`src/rtl/sd_dat_rx_if.sv`:
```
// sd_dat_rx_if: strobe/data/control inputs and byte/status outputs of the SD DAT0 block receiver.
interface sd_dat_rx_if;
    logic       sample_en;
    logic       dat_in;
    logic       rx_start;
    logic       abort;
    logic [7:0] byte_out;
    logic       byte_valid;
    logic       busy;
    logic       done;
    logic       crc_err;
    logic       end_err;
    logic       timeout;
    modport master (
        output sample_en, dat_in, rx_start, abort,
        input  byte_out, byte_valid, busy, done, crc_err, end_err, timeout
    );
    modport slave (
        input  sample_en, dat_in, rx_start, abort,
        output byte_out, byte_valid, busy, done, crc_err, end_err, timeout
    );
endinterface

```
`src/rtl/sd_dat_rx.sv`:
```
// sd_dat_rx: SD DAT0 single-block receiver; shifts bytes in MSB-first, then checks CRC16-CCITT and end bit.
module sd_dat_rx #(
    parameter int BLOCK_BYTES     = 512,
    parameter int TIMEOUT_STROBES = 1024
) (
    input logic        clk,
    input logic        rst,
    sd_dat_rx_if.slave rx_if
);
    localparam int BW = $clog2(BLOCK_BYTES + 1);
    localparam int TW = $clog2(TIMEOUT_STROBES + 1);
    typedef enum logic [2:0] {IDLE, WAIT_START, DATA, CRC, ENDBIT, DONE} state_t;
    state_t        state_q;
    logic [7:0]    sh_q, byte_q, sh_d;
    logic [2:0]    bit_q;
    logic [3:0]    ccnt_q;
    logic [BW-1:0] bcnt_q;
    logic [TW-1:0] tcnt_q;
    logic [15:0]   crc_q, rx_crc_q, crc_d;
    logic          valid_q, crc_err_q, end_err_q, timeout_q, fb;
    assign sh_d  = {sh_q[6:0], rx_if.dat_in};
    assign fb    = crc_q[15] ^ rx_if.dat_in;
    assign crc_d = {crc_q[14:0], 1'b0} ^ (fb ? 16'h1021 : 16'h0000);
    always_ff @(posedge clk) begin
        if (rst) begin
            state_q   <= IDLE;
            sh_q      <= '0;
            byte_q    <= '0;
            bit_q     <= '0;
            ccnt_q    <= '0;
            bcnt_q    <= '0;
            tcnt_q    <= '0;
            crc_q     <= '0;
            rx_crc_q  <= '0;
            valid_q   <= 1'b0;
            crc_err_q <= 1'b0;
            end_err_q <= 1'b0;
            timeout_q <= 1'b0;
        end else if (rx_if.abort) begin
            state_q <= IDLE;
            valid_q <= 1'b0;
        end else begin
            valid_q <= 1'b0;
            case (state_q)
                IDLE: if (rx_if.rx_start) begin
                    state_q   <= WAIT_START;
                    crc_err_q <= 1'b0;
                    end_err_q <= 1'b0;
                    timeout_q <= 1'b0;
                    crc_q     <= '0;
                    rx_crc_q  <= '0;
                    bit_q     <= '0;
                    bcnt_q    <= '0;
                    tcnt_q    <= '0;
                    ccnt_q    <= '0;
                end
                WAIT_START: if (rx_if.sample_en) begin
                    if (!rx_if.dat_in) begin
                        state_q <= DATA;
                    end else begin
                        tcnt_q <= tcnt_q + 1'b1;
                        if (tcnt_q == TW'(TIMEOUT_STROBES - 1)) begin
                            timeout_q <= 1'b1;
                            state_q   <= DONE;
                        end
                    end
                end
                DATA: if (rx_if.sample_en) begin
                    sh_q  <= sh_d;
                    crc_q <= crc_d;
                    bit_q <= bit_q + 1'b1;
                    // byte_out is loaded on the 8th-bit edge so byte_valid shows in the following cycle
                    if (bit_q == 3'd7) begin
                        byte_q  <= sh_d;
                        valid_q <= 1'b1;
                        bcnt_q  <= bcnt_q + 1'b1;
                        if (bcnt_q == BW'(BLOCK_BYTES - 1)) state_q <= CRC;
                    end
                end
                CRC: if (rx_if.sample_en) begin
                    rx_crc_q <= {rx_crc_q[14:0], rx_if.dat_in};
                    ccnt_q   <= ccnt_q + 1'b1;
                    if (ccnt_q == 4'd15) state_q <= ENDBIT;
                end
                ENDBIT: if (rx_if.sample_en) begin
                    end_err_q <= !rx_if.dat_in;
                    crc_err_q <= rx_crc_q != crc_q;
                    state_q   <= DONE;
                end
                DONE: state_q <= IDLE;
                default: state_q <= IDLE;
            endcase
        end
    end
    assign rx_if.byte_out   = byte_q;
    assign rx_if.byte_valid = valid_q;
    assign rx_if.busy       = !(state_q == IDLE || state_q == DONE);
    assign rx_if.done       = state_q == DONE;
    assign rx_if.crc_err    = crc_err_q;
    assign rx_if.end_err    = end_err_q;
    assign rx_if.timeout    = timeout_q;
endmodule

```
`src/flat_wrapper.sv`:
```
// flat-port wrapper written by rule: the top's interface ports become plain ports
module sd_dat_rx_flat 
#(
    parameter int BLOCK_BYTES     = 512,
    parameter int TIMEOUT_STROBES = 1024
)
  (clk, rst, rx_if_sample_en, rx_if_dat_in, rx_if_rx_start, rx_if_abort, rx_if_byte_out, rx_if_byte_valid, rx_if_busy, rx_if_done, rx_if_crc_err, rx_if_end_err, rx_if_timeout);
  sd_dat_rx_if rx_if_i ();
  input logic clk;
  input logic rst;
  input wire logic [$bits(rx_if_i.sample_en)-1:0] rx_if_sample_en;
  input wire logic [$bits(rx_if_i.dat_in)-1:0] rx_if_dat_in;
  input wire logic [$bits(rx_if_i.rx_start)-1:0] rx_if_rx_start;
  input wire logic [$bits(rx_if_i.abort)-1:0] rx_if_abort;
  output wire logic [$bits(rx_if_i.byte_out)-1:0] rx_if_byte_out;
  output wire logic [$bits(rx_if_i.byte_valid)-1:0] rx_if_byte_valid;
  output wire logic [$bits(rx_if_i.busy)-1:0] rx_if_busy;
  output wire logic [$bits(rx_if_i.done)-1:0] rx_if_done;
  output wire logic [$bits(rx_if_i.crc_err)-1:0] rx_if_crc_err;
  output wire logic [$bits(rx_if_i.end_err)-1:0] rx_if_end_err;
  output wire logic [$bits(rx_if_i.timeout)-1:0] rx_if_timeout;
  assign rx_if_i.sample_en = rx_if_sample_en;
  assign rx_if_i.dat_in = rx_if_dat_in;
  assign rx_if_i.rx_start = rx_if_rx_start;
  assign rx_if_i.abort = rx_if_abort;
  assign rx_if_byte_out = rx_if_i.byte_out;
  assign rx_if_byte_valid = rx_if_i.byte_valid;
  assign rx_if_busy = rx_if_i.busy;
  assign rx_if_done = rx_if_i.done;
  assign rx_if_crc_err = rx_if_i.crc_err;
  assign rx_if_end_err = rx_if_i.end_err;
  assign rx_if_timeout = rx_if_i.timeout;
  sd_dat_rx #(.BLOCK_BYTES(BLOCK_BYTES), .TIMEOUT_STROBES(TIMEOUT_STROBES)) u_core (.clk(clk), .rst(rst), .rx_if(rx_if_i));
endmodule
```
`config.mk`:
```
export PLATFORM = sky130hd
export DESIGN_NAME = sd_dat_rx_flat
export DESIGN_NICKNAME = d
export VERILOG_FILES = /design/src/rtl/sd_dat_rx_if.sv /design/src/rtl/sd_dat_rx.sv /design/src/flat_wrapper.sv
export SDC_FILE = /design/constraint.sdc
export NUM_CORES = 1
export LEC_CHECK = 0
export BUFFER_PORTS_ARGS = -buffer_cell sky130_fd_sc_hd__buf_2
export CAP_MARGIN = 10
export CORE_MARGIN = 4
export CORE_UTILIZATION = 38
export CTS_CLUSTER_DIAMETER = 60
export DETAILED_ROUTE_END_ITERATION = 8
export SETUP_SLACK_MARGIN = 0.05
export SYNTH_ARGS = -nofsm -noshare
export SYNTH_HDL_FRONTEND = slang
export SYNTH_SLANG_ARGS = --single-unit
```
`constraint.sdc`:
```
create_clock -name clk -period 1.85 [get_ports clk]
set_clock_uncertainty 0.1 [all_clocks]
set_input_delay 0.0925 -clock clk [delete_from_list [all_inputs] [get_ports clk]]
set_output_delay 0.0925 -clock clk [all_outputs]
set_load 0.05 [all_outputs]
```
======== Yosys cells after proc, flatten, opt, wreduce, memory -nomap -nowiden ========
Index checks and enable logic that the tools add are counted.
operators by class
  reduce and logical (&&, ||, !) cells .... 19
  multiplexer cells ....................... 41
  bitwise operators ....................... 5
  $add $sub $neg .......................... 4
  equal/unequal tests ..................... 21
operators with widths
  cell                   count
  $pmux 16 s2            2
  $mux 16                3
  $mux 3                 12
  $mux 11                3
  $mux 10                3
  $pmux 11 s2            1
  $pmux 10 s2            1
  $ne 16x16->1           1
  $reduce_and 4->1       4
  $xor 16x16->16         1
  $pmux 3 s5             1
  $mux 13                1
  $ne 2x2->1 const B     6
  $add 11x1->11 const B  1
  $eq 11x10->1 const B   1
  $add 10x1->10 const B  1
  $eq 10x9->1 const B    1
  $reduce_and 5->1       2
  $eq 3x3->1 const B     3
  $reduce_and 9->1       1
  $mux 4                 2
  $ne 2x1->1 const B     4
  $pmux 4 s2             1
  $reduce_bool 2->1      4
  18 further kinds       30
storage, ports and cells
  bits of input ports ..................... 6
  register bits after elaboration ......... 82
  logic and storage cells ................. 103

======== Logic depth before layout (Yosys ltp) ========
Gate-level depths: netlist (run 1).
  depth after elaboration ................. 5
  gate-level depth with buffers ........... 7
  depth with buffers taken out ............ 6

======== Least setup slack after synthesis (run 1) ========
OpenSTA, ideal clock, no wires.
  path type ............................... register to register
  start point ............................. register u_core.bit_q[0]
  end point ............................... register u_core.state_q[0]
  setup slack ............................. -0.074 ns
  required time ........................... 1.680 ns
  period minus slack after synthesis ...... 1.924 ns
  arrival ................................. 1.755 ns
  buffers on the path ..................... 1
  setup time .............................. 0.070 ns
  stages on the path, launching flop included .. 8
  path through ............................ dfxtp_1 ha_1 ha_1 clkbuf_1 nor2b_1 o32ai_1 or4_1 a21oi_1
on the way
  word-level cells in the longest chain between the ends .. 3
RTL lines
  item                        line             source
  start, declared             sd_dat_rx.sv:15  logic [2:0] bit_q;
  start signal, assigned      sd_dat_rx.sv:71  bit_q <= bit_q + 1'b1;
  $eq 3x3->1                  sd_dat_rx.sv:73  if (bit_q == 3'd7) begin
  $ne 2x1->1 (no line)        --
  $reduce_and 9->1 (no line)  --
  end signal, assigned        sd_dat_rx.sv:77  if (bcnt_q == BW'(BLOCK_BYTES - 1)) state_q <= CRC;
  end signal, assigned        sd_dat_rx.sv:83  if (ccnt_q == 4'd15) state_q <= ENDBIT;
  end signal, assigned        sd_dat_rx.sv:88  state_q <= DONE;
  end, declared               sd_dat_rx.sv:13  state_t state_q;
No other way between the ends.
A chain may end at the register's enable or synchronous reset.

======== Worst setup path in the final report (run 1) ========
  start point ............................. register u_core.state_q[1]
  end point ............................... register u_core.tcnt_q[8]
on the way
  word-level cells in the longest chain between the ends .. 3
  elaborated cells between the ends (all ways) .. 8
  classes of those cells .................. eq/ne: 4; mux: 1; reduce/logical: 3
RTL lines
  item                                                              line             source
  start signal, assigned                                            sd_dat_rx.sv:26  state_q <= IDLE;
  start signal, assigned                                            sd_dat_rx.sv:40  state_q <= IDLE;
  start signal, assigned                                            sd_dat_rx.sv:46  state_q <= WAIT_START;
  $eq 3x1->1 / $logic_not 3->1 (equally long branches)              sd_dat_rx.sv:44  case (state_q)
  $ne 2x2->1 (no line) / $reduce_bool 2->1 (equally long branches)  --
  $reduce_and 5->1 (no line)                                        --
  end signal, assigned                                              sd_dat_rx.sv:61  tcnt_q <= tcnt_q + 1'b1;
  end, declared                                                     sd_dat_rx.sv:18  logic [TW-1:0] tcnt_q;
Parallel ways exist; a longest one is shown, timed or not.

==> results of run 1 <==
==> cells by family (layout without fill, tap and decap cells) <==
group,Yosys count,count (layout),share of synthesized area [%]
adders and majority gates,5,5,1.690
and+or+nand+nor,179,179,23.53
buffers and inverters,33,83,3.955
DFF,82,82,44.35
AOI/OAI and AO/OA,96,96,17.55
muxes,8,8,2.299
xor gates and xnor gates,28,28,6.626
==> final timing paths <==
kind                         from  cells after the start              endpoint
max             u_core.state_q[1]                      5      u_core.tcnt_q[8]
min                   rx_if_abort                      5     u_core.state_q[0]
max reg2reg     u_core.state_q[1]                      5      u_core.tcnt_q[8]
min reg2reg  u_core.rx_if.timeout                      2  u_core.rx_if.timeout
==> stage by stage <==
step | cells | hold WS [ps] | worst slack (ps)
finish | 610 | 127.3 | -11.72
global route | 610 | 119.5 | -68.38
CTS | 606 | 55.23 | 4.531
detailed placement | 588 | 263.4 | -55.39
global placement | 588 | 252.4 | -2.021
floorplan | 431 | 148.3 | 4.946
==> per-layer routing <==
layer  up-vias  track usage (%)  part of all wire (%)
met3        12            3.131                   3.4
met2        56            25.36                    47
met4         0            4.749                   1.2
met5         -                0                     0
li1       1612                -                     -
met1      1490            20.12                    48
==> timing repair <==
item,CTS,global route
buffers inserted,1,4
resized for setup,18,28
endpoints found under the hold margin,2,0
endpoints found under the setup margin,56,62
pin swaps,8,13
hold buffers,1,0
==> registers in the layout, indices dropped and copies added, names as in the netlist <==
| signal | count |
|---|---|
| u_core.crc_q | 16 |
| u_core.rx_crc_q | 16 |
| u_core.tcnt_q | 11 |
| u_core.bcnt_q | 10 |
| u_core.rx_if.byte_out | 8 |
| u_core.sh_q | 7 |
| u_core.ccnt_q | 4 |
| u_core.bit_q | 3 |
| u_core.state_q | 3 |
| u_core.rx_if.byte_valid | 1 |
| u_core.rx_if.crc_err | 1 |
| u_core.rx_if.end_err | 1 |
| u_core.rx_if.timeout | 1 |
==> worst register-to-register path, stage by stage (launching register included) <==
cell	delay, ps
dfxtp_2	350
or3_4	410
buf_6	150
a2111oi_4	340
nand3_1	130
mux2_2	280
==> power groups by stage <==
stage          registers [mW]  logic [mW]  clock network (mW)
4_1_cts                  1.78       0.227                1.41
5_1_grt                  1.78       0.284                1.48
6_report                 1.78       0.261                1.37
2_1_floorplan            1.82       0.132                   0
3_3_place_gp             1.82       0.216                   0
3_5_place_dp             1.82       0.219                   0
==> cell usage after synthesis (all sizes together), types with 2 or more instances <==
library cell	number	area (sq um)
dfxtp	82	1642
nand2	65	244.0
a21oi	45	225.2
nor2	40	152.6
xnor2	26	227.7
nand3	22	115.1
a22oi	19	142.6
clkbuf	14	52.55
buf	13	71.32
o21ai	9	45.04
or3	9	56.30
inv	6	22.52
nand4	6	37.54
or4	6	45.04
a211oi	5	37.54
ha	5	62.56
and3	4	25.02
mux2	4	45.04
mux2i	4	40.04
nand2b	4	25.02
o31ai	4	30.03
and2	3	18.77
nor4	3	18.77
o41ai	3	26.28
a2111oi	2	55.05
a21o	2	22.52
and3b	2	17.52
and4	2	17.52
nand3b	2	15.01
nand4b	2	17.52
nor2b	2	12.51
nor3	2	10.01
nor3b	2	15.01
xor2	2	17.52
==> cell usage in the layout, fill, tap and decap left out, drive strengths merged, types with 2 or more instances in the layout <==
| cell | instances |
|---|---|
| a2111oi | 2 |
| a211oi | 5 |
| a21o | 2 |
| a21oi | 45 |
| a22oi | 19 |
| and2 | 3 |
| and3 | 4 |
| and3b | 2 |
| and4 | 2 |
| buf | 58 |
| clkbuf | 12 |
| clkinvlp | 2 |
| dfxtp | 82 |
| ha | 5 |
| inv | 9 |
| mux2 | 4 |
| mux2i | 4 |
| nand2 | 65 |
| nand2b | 4 |
| nand3 | 22 |
| nand3b | 2 |
| nand4 | 6 |
| nand4b | 2 |
| nor2 | 40 |
| nor2b | 2 |
| nor3 | 2 |
| nor3b | 2 |
| nor4 | 3 |
| o21ai | 9 |
| o31ai | 4 |
| o41ai | 3 |
| or3 | 9 |
| or4 | 6 |
| xnor2 | 26 |
| xor2 | 2 |
==> area by class of cell <==
| type | instances | area (sq um) | area share [%] |
|---|---|---|---|
| clock inverters | 6 | 71.32 | 1.543 |
| flip-flops and latches | 82 | 1655 | 35.82 |
| multi-input cells | 316 | 2097 | 45.38 |
| inverters | 6 | 22.52 | 0.4874 |
| well taps | 129 | 161.4 | 3.493 |
| repair buffers | 61 | 475.5 | 10.29 |
| clock buffers | 10 | 137.6 | 2.979 |
==> metrics.txt, run 1 <==
Setup Viol. Count Final 1; Clk Latency, worst-skew pair 340 ps; crit end category flip-flop; Int Pwr 2.552 mW; Pwr Total 3.410 mW; worst-path fanout max 4; final hold viol count 0; RSZ-0062 raised after global routing true; Yosys Warn Count 0; fraction of registers with async set or reset after synthesis 0%; Max clock buf depth 2; actual slew at the worst max-slew pin 504.0 ps; DRC violation count after routing 0; relative slew slack 66.09%; TritonCTS Buffers 9; H-tree depth 3; Power Dens Cells 737.9 mW/mm^2; clock-pin slew on the worst setup and hold paths 90 ps; TritonRoute pass-1 iters 4; critical path's top delay family simple AND/OR/NAND/NOR gates; vias in the first global route 3008; Peak VDD IR 0.3474 mV; DPL Wire Length 5761 microns; Worst Setup Slack, final -11.72 ps; grt ovf 0; Initial Util 39.49%; Max Cap Viol 0; crit start category flip-flop; Yosys reg bits 82; Syn Std Cell Area 0.003701 sq mm; diode count 0; power share of the clock group 40.2%; clock root cell clkbuf_8; CP Cell Sequence or3_4, buf_6, a2111oi_4, nand3_1, mux2_2; TritonCTS clock tree done; DR vias/cell 5.197; Top FF cell, synth dfxtp_1; fin crit period 1862 ps; layout cells sized above 1 23.28%; max incr delay on CP 400 ps; first-pass GRT wire length 14320 microns; Port Buf Inserts 19; post-synthesis sequential area ratio 44.35%; largest net degree at the start of global routing 42; Seq pwr share 52.2%; synthesized instance count 431; post-DR wirelength/cell 14.06 microns; critical path class flip-flop to flip-flop; syn_area_per_cell 8.587 sq um; unique cell type count in the Yosys netlist 49; flop2flop setup slack -10 ps; Switching Share 25.16%; total core area 0.009371 sq mm; post-layout instance area 0.004621 sq mm; critical path arrival 1990 ps; Die ar. 0.01138 sq mm; Final Wtd Congestion 0.8150; DRT Wirelength 8574 microns; number of flops mapped to enable cells by yosys 0; Die Wd 106.7 microns; GRT Total Usage 15.34%; Final Cycle Share 100.6%; post-route ant nets 0; leak pwr 1.570 nW; row count 35; Final nets 487; CTS sink count 82; die height 106.7 microns; min-delay worst type input pin to flip-flop; switching pwr 0.8578 mW; Fmax achieved 537.1 MHz; I/O pins 20; Area Overhead vs Synth 24.85%; CP bufs+invs 1; status finished with violations; combinational power share 7.7%; Slew Viols, Final 0; Mapped Nets 442; Fillers 910; detailed-route via count 3170; Placed Area 0.004140 sq mm; antenna violations before repair 0; violated checks negative setup slack; CP max-delay cell or3_4; post-layout util 49.31%; TNS Setup -11.72 ps; Worst EP required 1980 ps; starting DRC count in detailed routing 201
No activity file was read; power rests on OpenSTA's default activity.
==> run 2, diff against run 1 <==
Clock period 1.85 ns to 2.15 ns, I/O delays scaled along.
==> run 2 against run 1 <==
Largest power group unchanged. The run now ends clean. Largest cell class unchanged. Core utilization shrank 4.4 points. Via count shrank 3.5%. Sequential power shrank 14%. Fmax shrank 6.2%. Register-to-register slack gained 180 ps. Die area is the same. First-iteration DRC count shrank 16%. Clock power shrank 15%.
==> metrics.txt, run 2 (same netlist as run 1, synthesis figures left out) <==
Area Overhead vs Synth 13.83%; Largest regs u_core.crc_q (16), u_core.rx_crc_q (16), u_core.tcnt_q (11); DRC violation count after routing 0; min-delay worst type input pin to flip-flop; first-pass GRT wire length 13500 microns; Slew Viols, Final 0; max incr delay on CP 430 ps; worst-path fanout max 33; critical path class flip-flop to flip-flop; power share of the clock group 40.9%; I/O pins 20; commonest non-fill, non-tap cell in the layout dfxtp_1; Peak VDD IR 0.4790 mV; post-DR wirelength/cell 13.41 microns; combinational power share 5.7%; relative slew slack 58.43%; Final Cycle Share 92.28%; leak pwr 1.410 nW; Worst Setup Slack, final 166.0 ps; clock root cell clkbuf_8; largest net degree at the start of global routing 34; TNS Setup 0 ps; grt ovf 0; Initial Util 39.49%; layout cells sized above 1 15.13%; Port Buf Inserts 19; Die Wd 106.7 microns; Int Pwr 2.158 mW; die height 106.7 microns; actual slew at the worst max-slew pin 617.9 ps; Clk Latency, worst-skew pair 360 ps; H-tree depth 3; Max Cap Viol 0; TritonRoute pass-1 iters 4; TritonCTS clock tree done; Place WS 100.3 ps; diode count 0; total core area 0.009371 sq mm; detailed-route via count 3059; row count 35; Switching Share 24.77%; commonest cells after routing, fill and taps aside dfxtp_1 (79), nand2_1 (65), a21oi_1 (45); post-layout util 44.95%; TritonCTS Buffers 9; vias in the first global route 2830; clock-pin slew on the worst setup and hold paths 80 ps; critical path arrival 2110 ps; CP Cell Sequence buf_4, nor4_1, a21o_1, buf_12, a211oi_1; critical path's top delay family buffers and inverters; antenna violations before repair 0; CP bufs+invs 2; crit end category flip-flop; Final Wtd Congestion 0.7634; Worst EP required 2270 ps; DR vias/cell 5.229; DPL Wire Length 5386 microns; Final nets 462; final hold viol count 0; Max clock buf depth 2; starting DRC count in detailed routing 168; GRT Total Usage 14.45%; CTS sink count 82; post-route ant nets 0; Setup Viol. Count Final 0; Die ar. 0.01138 sq mm; Fillers 969; Seq pwr share 53.4%; fin crit period 1984 ps; DRT Wirelength 7842 microns; CP max-delay cell dfxtp_1; RSZ-0062 raised after global routing false; Power Dens Cells 680.8 mW/mm^2; status finished, final reports clean; crit start category flip-flop; Fmax achieved 504.0 MHz; switching pwr 0.7103 mW; flop2flop setup slack 170 ps
==> run 2: final timing paths <==
kind | startpoint | endpoint | depth (start not counted)
setup reg to reg | u_core.state_q[0] | u_core.crc_q[0] | 5
hold reg to reg | u_core.rx_if.timeout | u_core.rx_if.timeout | 2
setup / recovery | u_core.state_q[0] | u_core.crc_q[0] | 5
hold / removal | rx_if_dat_in | u_core.sh_q[0] | 3
==> run 2: power groups by stage <==
stage	Clock [mW]	Sequential (mW)	Combinational (mW)
floorplan	0	1.56	0.113
global placement	0	1.57	0.157
detailed placement	0	1.57	0.160
CTS	1.21	1.53	0.161
global route	1.28	1.53	0.180
finish	1.17	1.53	0.163
==> run 2: timing repair <==
action | in CTS | in global routing
gates resized for setup | 0 | 9
setup buffers | 0 | 2
setup endpoints to repair | 0 | 28
endpoints found under the hold margin | 1 | 0
hold buffers | 1 | 0
==> run 2: stage by stage <==
stage | instances | hold slack [ps] | total power [mW] | area, sq um
2_1_floorplan | 431 | 163.3 | 1.677 | 3701
3_3_place_gp | 566 | 264.3 | 1.725 | 3951
3_5_place_dp | 566 | 273.4 | 1.727 | 3951
4_1_cts | 583 | 25.25 | 2.906 | 4170
5_1_grt | 585 | 49.12 | 2.999 | 4213
6_report | 585 | 45.69 | 2.868 | 4213
==> run 2: layout make-up <==
type | instances | area (sq um) | area share (%)
clock inverter | 6 | 71.32 | 1.693
tap | 129 | 161.4 | 3.831
clock buffer | 10 | 137.6 | 3.267
multi-input combinational | 316 | 1933 | 45.89
inverter | 6 | 22.52 | 0.5346
sequential | 82 | 1645 | 39.06
timing repair buffer | 36 | 241.5 | 5.732
==> run 2: layer usage <==
metal | up-vias | part of all wire [%] | global-route usage (%) | wire length, microns
li1 | 1566 | - | - | -
met1 | 1447 | 50 | 20.01 | 3939
met2 | 38 | 45 | 22.26 | 3562
met3 | 8 | 3.1 | 3.251 | 243
met4 | 0 | 1.2 | 4.749 | 96
met5 | - | 0 | 0 | 0
==> run 2: worst register-to-register path, cell delays in order, from the launching register on <==
cell	delay, ps
dfxtp_1	430
buf_4	230
nor4_1	400
a21o_1	380
buf_12	240
a211oi_1	80
==> run 3, diff against run 2 <==
Settings changed: REMOVE_ABC_BUFFERS set to 1.
==> run 3 against run 2 <==
Register-to-register slack better by 70 ps. First-iteration DRC count is 6.0% higher. Non-clock buffer count is 3 lower. Largest cell class unchanged.
==> metrics.txt, run 3 (same netlist as run 1, synthesis figures left out) <==
status finished, final reports clean; Final Wtd Congestion 0.8061; Max clock buf depth 2; die height 106.7 microns; first-pass GRT wire length 13740 microns; I/O pins 20; relative slew slack 64.07%; TritonRoute pass-1 iters 5; post-layout util 44.43%; Fillers 977; largest net degree at the start of global routing 42; clock-pin slew on the worst setup and hold paths 90 ps; Hold Path End u_core.state_q[0]; critical path arrival 2100 ps; total core area 0.009371 sq mm; Final nets 459; critical path class flip-flop to flip-flop; HP Start rx_if_abort; Fmax achieved 523.1 MHz; Power Dens Cells 677.2 mW/mm^2; DPL Wire Length 5467 microns; post-route ant nets 0; flop2flop setup slack 240 ps; Slew Viols, Final 0; post-layout instance area 0.004164 sq mm; TritonCTS clock tree done; clock root cell clkbuf_8; Switching Share 24.84%; DRC violation count after routing 0; starting DRC count in detailed routing 178; worst-path fanout max 14; Worst EP required 2340 ps; Max Cap Viol 0; Hold Path Stages 4; Peak VDD IR 0.3966 mV; grt ovf 0; Area Overhead vs Synth 12.51%; Clk Latency, worst-skew pair 340 ps; post-DR wirelength/cell 13.55 microns; register area 0.001642 sq mm; switching pwr 0.7006 mW; crit end category flip-flop; TritonCTS Buffers 9; Int Pwr 2.119 mW; RSZ-0062 raised after global routing false; Pwr Total 2.820 mW; Initial Util 39.49%; vias in the first global route 2875; CTS sink count 82; R2R cell count 5; DRT Wirelength 7885 microns; GRT Total Usage 14.80%; diode count 0; Seq pwr share 54.3%; Setup Viol. Count Final 0; commonest non-fill, non-tap cell in the layout dfxtp_1; antenna violations before repair 0; DR vias/cell 5.242; commonest cells after routing, fill and taps aside dfxtp_1 (82), nand2_1 (65), a21oi_1 (45); footprint of the multi-input gates 0.001938 sq mm; power share of the clock group 39.9%; Port Buf Inserts 19; detailed-route via count 3051; Die ar. 0.01138 sq mm; actual slew at the worst max-slew pin 535.7 ps; Placed Area 0.003931 sq mm; leak pwr 1.380 nW; row count 35; Die Wd 106.7 microns; H-tree depth 3; Worst R2R Start u_core.state_q[2]; Largest regs u_core.crc_q (16), u_core.rx_crc_q (16), u_core.tcnt_q (11); Final Cycle Share 88.91%; R2R Path End u_core.bcnt_q[8]; min-delay worst type input pin to flip-flop; layout cells sized above 1 14.35%; combinational power share 5.8%; final hold viol count 0; fin crit period 1912 ps; crit start category flip-flop
run 3: changes by cell type in the layout (fill, tap and decap cells not counted), sizes merged:
cell	change
buf	-3
clkbuf	-1
clkinv	+1
run 3: critical path: stages (launching register included):
cell and delay (ps):
dfxtp_1 370, buf_4 210, nor3_2 270, nand4_1 280
or4_1 470, a21oi_1 150
run 3: worst max-delay path by stage:
stage          slack (ps)  cells past startpoint          endpoint         startpoint
5_1_grt                90                      5  u_core.bcnt_q[8]  u_core.state_q[2]
2_1_floorplan         -20                      4  u_core.ccnt_q[3]  u_core.state_q[2]
4_1_cts                70                      6  u_core.bcnt_q[2]    u_core.bit_q[0]
3_5_place_dp           90                      6  u_core.bcnt_q[2]    u_core.bit_q[0]
6_report              240                      5  u_core.bcnt_q[8]  u_core.state_q[2]
3_3_place_gp          130                      6  u_core.bcnt_q[2]    u_core.bit_q[0]
run 3: through the flow:
stage	hold slack, ps	worst slack (ps)	TNS (ps)	instances
6_report	69.64	238.4	0	582
5_1_grt	102.7	90.80	0	582
4_1_cts	55.96	65.07	0	582
3_5_place_dp	301.7	88.35	0	565
3_3_place_gp	296.8	132.6	0	565
2_1_floorplan	76.57	-19.05	-27.57	404
run 3: repair_timing:
item | in CTS | in global routing
setup buffers | 0 | 0
hold buffers | 1 | 0
endpoints found under the hold margin | 1 | 0
setup endpoints to repair | 0 | 19
resized for setup | 0 | 8
run 3: power by group through the flow:
stage / Clock [mW] / Sequential (mW) / Combinational (mW)
2_1_floorplan: 0 / 1.57 / 0.0855
3_3_place_gp: 0 / 1.57 / 0.159
3_5_place_dp: 0 / 1.57 / 0.161
4_1_cts: 1.16 / 1.53 / 0.163
5_1_grt: 1.23 / 1.53 / 0.183
6_report: 1.13 / 1.53 / 0.164
run 3: area by class of cell:
type | count | area share (%)
clock buffer | 9 | 2.975
multi-input combinational | 316 | 46.54
inverter | 6 | 0.5409
clock inverter | 7 | 1.773
tap | 129 | 3.876
timing repair buffer | 33 | 4.868
sequential | 82 | 39.42
run 3: per-layer routing:
layer | GRT usage (%) | up-vias | wire length, microns
li1 | - | 1556 | -
met1 | 19.31 | 1440 | 3874
met2 | 23.79 | 47 | 3642
met3 | 4.576 | 8 | 284
met4 | 3.927 | 0 | 83
met5 | 0 | - | 0
